===== src/rtl/pcie_phy_pkg.sv =====
// Shared PCIe PHY lane definitions: the COM/IDLE symbol and the lane alignment states.
// Used by both the IDLE transmitter and the serial-to-parallel receiver.
package pcie_phy_pkg;

    localparam logic [7:0] COM_SYM = 8'hBC;

    typedef enum logic [1:0] {
        HUNT   = 2'd0,
        LOCK   = 2'd1,
        ACTIVE = 2'd2
    } phy_state_t;

    function automatic logic is_com(input logic [7:0] sym);
        return sym == COM_SYM;
    endfunction

endpackage


===== src/rtl/s2p_shift8.sv =====
// MSB-first serial shift window with a 3-bit bit counter; cand is the byte completed by this edge.
// Combinational cand/boundary; no backpressure (one bit per clock, always accepted).
module s2p_shift8 (
    input  logic       clk,
    input  logic       reset,
    input  logic       data_in,
    input  logic       realign,
    output logic [7:0] cand,
    output logic       boundary
);

    // Only the 7 most recent bits are needed: the 8th comes straight from data_in.
    logic [6:0] hist;
    logic [2:0] bit_cnt;

    assign cand     = {hist, data_in};
    assign boundary = (bit_cnt == 3'd7);

    always_ff @(posedge clk or negedge reset) begin
        if (!reset) begin
            hist    <= '0;
            bit_cnt <= '0;
        end else begin
            hist    <= cand[6:0];
            bit_cnt <= realign ? 3'd0 : bit_cnt + 3'd1;
        end
    end

endmodule


===== src/rtl/serial_to_parallel_idle.sv =====
// PCIe lane receiver: hunts for COM (0xBC), locks after BC_COUNT aligned COMs, then delivers bytes.
// Outputs update on the edge sampling a byte's last bit; no backpressure. Optional idle_count: S2P_IDLE_CNT_EN.
module serial_to_parallel_idle
    import pcie_phy_pkg::*;
#(
    parameter int unsigned BC_COUNT = 4
) (
    input  logic       clk,
    input  logic       reset,
    input  logic       data_in,
    output logic [7:0] data_out,
    output logic       valid_out,
    output logic       idle_out,
    output logic       byte_strobe,
`ifdef S2P_IDLE_CNT_EN
    output logic [7:0] idle_count,
`endif
    output logic       active
);

    localparam logic [3:0] BC_TGT = 4'(BC_COUNT);

    phy_state_t state, state_nxt;
    logic [3:0] bc_cnt, bc_nxt;
    logic [7:0] cand;
    logic       boundary;
    logic       realign;
    logic [7:0] data_nxt;
    logic       valid_nxt, idle_nxt, strobe_nxt;
`ifdef S2P_IDLE_CNT_EN
    logic [7:0] idle_cnt_nxt;
`endif

    s2p_shift8 u_shift (
        .clk      (clk),
        .reset    (reset),
        .data_in  (data_in),
        .realign  (realign),
        .cand     (cand),
        .boundary (boundary)
    );

    always_ff @(posedge clk or negedge reset) begin
        if (!reset) begin
            state       <= HUNT;
            bc_cnt      <= '0;
            data_out    <= '0;
            valid_out   <= 1'b0;
            idle_out    <= 1'b0;
            byte_strobe <= 1'b0;
`ifdef S2P_IDLE_CNT_EN
            idle_count  <= '0;
`endif
        end else begin
            state       <= state_nxt;
            bc_cnt      <= bc_nxt;
            data_out    <= data_nxt;
            valid_out   <= valid_nxt;
            idle_out    <= idle_nxt;
            byte_strobe <= strobe_nxt;
`ifdef S2P_IDLE_CNT_EN
            idle_count  <= idle_cnt_nxt;
`endif
        end
    end

    // HUNT slides over every bit position; LOCK only trusts bytes on the fixed boundary.
    always_comb begin
        state_nxt = state;
        bc_nxt    = bc_cnt;
        realign   = 1'b0;
        case (state)
            HUNT: begin
                if (is_com(cand)) begin
                    realign   = 1'b1;
                    bc_nxt    = 4'd1;
                    state_nxt = (BC_TGT == 4'd1) ? ACTIVE : LOCK;
                end
            end
            LOCK: begin
                if (boundary) begin
                    if (is_com(cand)) begin
                        bc_nxt = bc_cnt + 4'd1;
                        if (bc_cnt + 4'd1 == BC_TGT) state_nxt = ACTIVE;
                    end else begin
                        bc_nxt    = 4'd0;
                        state_nxt = HUNT;
                    end
                end
            end
            ACTIVE:  state_nxt = ACTIVE;
            default: state_nxt = HUNT;
        endcase
    end

    // Gated on the current state, so the COM that completes lock is never reported.
    always_comb begin
        data_nxt   = data_out;
        valid_nxt  = valid_out;
        idle_nxt   = idle_out;
        strobe_nxt = 1'b0;
`ifdef S2P_IDLE_CNT_EN
        idle_cnt_nxt = idle_count;
`endif
        if (state == ACTIVE && boundary) begin
            data_nxt   = cand;
            strobe_nxt = 1'b1;
            idle_nxt   = is_com(cand);
            valid_nxt  = !is_com(cand);
`ifdef S2P_IDLE_CNT_EN
            if (is_com(cand) && idle_count != 8'hFF) idle_cnt_nxt = idle_count + 8'd1;
`endif
        end
    end

    assign active = (state == ACTIVE);

endmodule


===== config.mk =====
export PLATFORM = sky130hd
export DESIGN_NAME = serial_to_parallel_idle
export DESIGN_NICKNAME = d
export VERILOG_FILES = /design/src/rtl/pcie_phy_pkg.sv /design/src/rtl/s2p_shift8.sv /design/src/rtl/serial_to_parallel_idle.sv
export SDC_FILE = /design/constraint.sdc
export NUM_CORES = 1
export LEC_CHECK = 0
export ABC_AREA = 1
export ABC_CLOCK_PERIOD_IN_PS = 3900
export CORE_MARGIN = 5
export CORE_UTILIZATION = 38
export DETAILED_ROUTE_END_ITERATION = 16
export GPL_ROUTABILITY_DRIVEN = 0
export PLACE_DENSITY = 0.7
export SETUP_SLACK_MARGIN = 0.4
export SLEW_MARGIN = 40
export SYNTH_ARGS = -nofsm -noshare
export SYNTH_HDL_FRONTEND = slang
export SYNTH_HIERARCHICAL = 1
export SYNTH_SLANG_ARGS = --single-unit
export TNS_END_PERCENT = 10

===== constraint.sdc =====
create_clock -name clk -period 3.9 [get_ports clk]
set_clock_uncertainty 0.2 [all_clocks]
set_input_delay 0.78 -clock clk [delete_from_list [all_inputs] [get_ports clk]]
set_output_delay 0.78 -clock clk [all_outputs]
set_load 0.02 [all_outputs]

Word-level counts from Yosys, hierarchy flattened
Index checks and enable logic that the tools add are counted.
{"block": "word_totals", "elab_cells": 37, "out_inout_bits": 12, "inputBits": 3, "ff_bits": 27}
{"block": "classes", "n_mux": 13, "n_addsub": 2, "n_eq_ne": 8, "reduce_logical": 6}
{"operator": "$mux W4", "count": 3}
{"operator": "$eq A8 B8 Y1 const B", "count": 1}
{"operator": "$mux W2", "count": 4}
{"operator": "$pmux W4 S2", "count": 1}
{"operator": "$pmux W2 S3", "count": 1}
{"operator": "$reduce_and A3 Y1", "count": 2}
{"operator": "$add A4 B1 Y4 const B", "count": 1}
{"operator": "$eq A4 B3 Y1 const B", "count": 1}
{"operator": "$ne A2 B2 Y1 const B", "count": 2}
{"operator": "$add A3 B1 Y3 const B", "count": 1}
{"operator": "$eq A3 B3 Y1 const B", "count": 1}
{"operator": "$mux W1", "count": 3}
{"operator": "$mux W3", "count": 1}
{"operator": "$ne A3 B3 Y1 const B", "count": 1}
{"operator": "$eq A2 B1 Y1 const B", "count": 1}
{"operator": "$eq A2 B2 Y1 const B", "count": 1}
{"operator": "$logic_not A2 Y1", "count": 1}
{"operator": "$reduce_bool A2 Y1", "count": 1}
{"operator": "$logic_and A1 B1 Y1", "count": 1}
{"operator": "$logic_not A1 Y1", "count": 1}

Depth between registers and ports, before layout
{"block": "depth", "depth_word": 6, "depth_mapped": 10, "mapped_depth_nobuf": 10}

Cells and area by module
The synthesis kept the hierarchy.
{"mod": "serial_to_parallel_idle", "seq_area_each_um2": 425.4, "cells_each": 105, "area_each_um2": 823.3, "instances": 1}
{"mod": "s2p_shift8", "seq_area_each_um2": 250.2, "cells_each": 18, "area_each_um2": 301.5, "instances": 1}

Worst setup path before layout
Ideal clock, no wire load.
{"block": "synth_path", "path_kind": "input -> register", "start": "in data_in", "end": "reg state[0]", "setup_slack_ns": 2.070, "setup_ns": 0.117, "arrival_ns": 1.513, "path_stages": 9, "cell_sequence": "buf_4 -> inv_1 -> nand2_1 -> nor2_2 -> nand2_2 -> a21oi_1 -> nand2_1 -> nand2_1 -> nand2_1"}
{"block": "synth_between", "elab_chain_len": 4, "elab_cells_between_ends": 7}
{"item": "start, declared", "line": "serial_to_parallel_idle.sv:10", "rtl": "input logic data_in,"}
{"item": "$eq A8 B8 Y1 *", "line": "pcie_phy_pkg.sv:14", "rtl": "return sym == COM_SYM;"}
{"item": "$mux W2", "line": "serial_to_parallel_idle.sv:82", "rtl": "if (is_com(cand)) begin"}
{"item": "$mux W2", "line": "serial_to_parallel_idle.sv:81", "rtl": "if (boundary) begin"}
{"item": "$pmux W2 S3", "line": "serial_to_parallel_idle.sv:72", "rtl": "case (state)"}
{"item": "end signal, assigned", "line": "serial_to_parallel_idle.sv:55", "rtl": "state <= state_nxt;"}
{"item": "end, declared", "line": "serial_to_parallel_idle.sv:23", "rtl": "phy_state_t state, state_nxt;"}
Every way passes the cells marked *; elsewhere a longest branch is shown, timed or not. The select of a mux whose other input is x is not followed.
A chain may end at the register's enable or synchronous reset.

Final worst setup path
{"block": "layout_path", "start": "reg state[0]", "end": "out active"}
{"block": "layout_between", "elab_chain_len": 1}
{"item": "$eq A2 B2 Y1", "line": "serial_to_parallel_idle.sv:116", "rtl": "assign active = (state == ACTIVE);"}
{"item": "end, declared", "line": "serial_to_parallel_idle.sv:18", "rtl": "output logic active"}
Every way passes these cells.

==> results by group <==
Job
  • Max-cap violations: 0

Timing
  • RSZ-0062 raised after global routing: no
  • Post-route setup TNS: 0 ns
  • Tcrit/Tclk final: 0.6461
  • Slew headroom: 0.6216
  • Final Critical Period: between 2 and 3 ns
  • Final Setup Violations: 0
  • Final Slew Violations: 0
  • Worst-Margin Slew: roughly 0.57 ns
  • Max Fclk: ~400 MHz
  • Hold Vio Cnt, Final: 0

Die
  • Die area: slightly above 4000 sq um
  • Die X-Extent: 64.41 um
  • Core area: 2805 sq um
  • Initial core utilization: 0.4010
  • Die height: 64.41 um
  • I/O pin count: 15
  • # rows: 19

Placement
  • Placed cell count: 166
  • Dpl hpwl: between 1000 and 1500 um
  • Port bufs: 14
  • Post-Place Cell Area: 1286 sq um

CTS
  • Root buffer cell: clkbuf_4
  • TritonCTS Sinks: 27
  • H-tree depth: 1
  • CTS clk-pin slew, worst paths: roughly 0.14 ns
  • Clk_lat worst skew: 0.32 ns
  • CTS Buffer Depth: 2
  • CTS tree: yes
  • Post-CTS sizing: 0
  • TritonCTS Buffers: 3
  • Postcts setup bufs: 0
  • Hold_buf cts: 0

Synth
  • Cell Area, Synth: about 1100 sq um
  • Syn. warnings: 6
  • Post-synthesis sequential area ratio: 0.6007
  • Mapped Cells: ~120
  • Synthesized Nets: 130
  • Seq cells post-synth: 27
  • Syn avg cell area: between 9 and 10 sq um
  • Unique cell type count in the Yosys netlist: 17
  • Asr flop ratio synth: 1.000
  • Post-synth EDFFs: 0
  • Synth Flop Type: dfrtp_1

Global route
  • First-pass GRT wire length: between 3000 and 4000 um
  • Gr usage total: 0.09524
  • Grt total ovfl: 0
  • Antenna violations before repair: 0
  • Largest net degree at the start of global routing: 28
  • Number of global-route vias before repair: 733

Setup path
  • CP arrival: 1.54 ns
  • Setup crit start kind: flip-flop
  • Crit Path Category: reg2out
  • Worst Path Max Fanout: 5
  • Setup crit end kind: output pin
  • Worst path required time: 2.92 ns

Routing
  • Avg Vias per Cell: 4.635
  • DRT iter0 DRCs: 7
  • Antenna-violating nets left: 0
  • Vias: a little under 800
  • Total length of routed wires: roughly 1800 um
  • Post-route DRC: 0
  • Pre-Repair DR Iteration Count: 4
  • DR WL/cell: 10.68 um

Cells and area
  • Most common cell after layout, fill and taps aside: nand2_1
  • Core Util, Final: 0.4679
  • Most frequent cells in the layout: nand2_1 (42), dfrtp_1 (27), inv_1 (13), clkdlybuf4s50_1 (13), nor2_1 (9)
  • Share of cells above drive strength 1: 0.1007
  • ANT cells: 0
  • Filler cells: 270
  • P&R area growth vs syn: 16.69%
  • Final Instance Count excl. Fillers: 170
  • Finished Cell Area: about 1300 sq um
  • # nets final: 147

Power
  • Switching Share: 0.2224
  • Leak pwr: about 0.67 nW
  • Clock share of power: 0.266
  • PwrDens: approximately 330 nW/um^2
  • Reg power frac: 0.671
  • Switch Pwr: slightly below 100 uW
  • Comb pwr share: 0.063
  • Int Power: 339.0 uW
  • Max VDD drop: roughly 200 uV

Status
  • Status: complete, no violations

Hold path
  • Hold Path Class: reg2reg
==> per-layer routing <==
layer  global-route usage  wire [um]  part of all wire  vias to the layer above
met1               0.1240        865              0.48                      364
met4              0.03430         13            0.0072                        0
met5                    0          0                 0                        -
met2               0.1443        835              0.46                       15
li1                     -          -                 -                      407
met3              0.03678        100             0.055                        2
==> area by class of cell <==
| class | instances | area [sq um] | share of cell area |
|---|---|---|---|
| clock buffers | 4 | 26.28 | 0.02002 |
| flip-flops and latches | 27 | 675.6 | 0.5148 |
| multi-input cells | 79 | 380.4 | 0.2898 |
| inverters | 15 | 56.30 | 0.04290 |
| well taps | 31 | 38.79 | 0.02955 |
| repair buffers | 14 | 135.1 | 0.1030 |
==> registers in the layout, indices dropped and copies added, names as in the netlist <==
name / count
idle_out: 1
u_shift/bit_cnt: 3
data_out: 8
u_shift/hist: 7
bc_cnt: 4
byte_strobe: 1
state: 2
valid_out: 1
==> critical path, cell delays in order, from the launching register on <==
cell,delay (ns)
dfrtp_1,0.45
nor2_2,0.15
clkdlybuf4s50_1,0.62
==> cell families after synthesis <==
logic type,synth area share
AND/OR/NAND/NOR,0.2514
flip-flops,0.6007
buffers and inverters,0.06118
AO/OA/AOI/OAI,0.04226
adder cells (fa/ha/maj),0.04450
==> synthesized netlist by cell type, types with 2 or more instances <==
cell	instances	share of area
inv_1	13	0.043
dfrtp_1	27	0.60
nor2_2	4	0.022
nand2_2	3	0.017
o21ai_1	3	0.013
inv_2	2	0.0067
o21ai_0	4	0.018
nand3_1	6	0.027
ha_1	4	0.044
nor2_1	9	0.030
nand2_1	42	0.14
==> path summary, 6_finish.rpt <==
check	startpoint	end	slack [ns]	depth (start not counted)
hold reg to reg	u_shift/hist[5]	u_shift/hist[6]	0.19	0
min in group asynchronous	reset	data_out[6]	0.24	1
setup reg to reg	u_shift/bit_cnt[0]	idle_out	2.28	5
setup / recovery	state[0]	active	1.38	2
hold / removal	u_shift/hist[5]	u_shift/hist[6]	0.19	0
max in group asynchronous	reset	u_shift/bit_cnt[1]	2.88	1
==> power groups by stage <==
stage / registers, mW / clock network (mW) / logic (mW)
final: 0.293 / 0.116 / 0.0275
after global routing: 0.294 / 0.134 / 0.0307
after CTS: 0.293 / 0.123 / 0.0283
after detailed placement: 0.298 / 0 / 0.0281
after global placement: 0.298 / 0 / 0.0282
after floorplan: 0.303 / 0 / 0.00654
==> per-stage QoR <==
step	hold slack (ns)	worst slack (ns)	power [mW]
floorplan	0.1537	2.070	0.3092
global placement	0.1577	1.568	0.3258
detailed placement	0.1689	1.539	0.3261
CTS	0.1953	1.352	0.4443
global route	0.2068	1.273	0.4585
finish	0.1898	1.380	0.4359
Note: power is estimated with default switching activity, not from simulation.
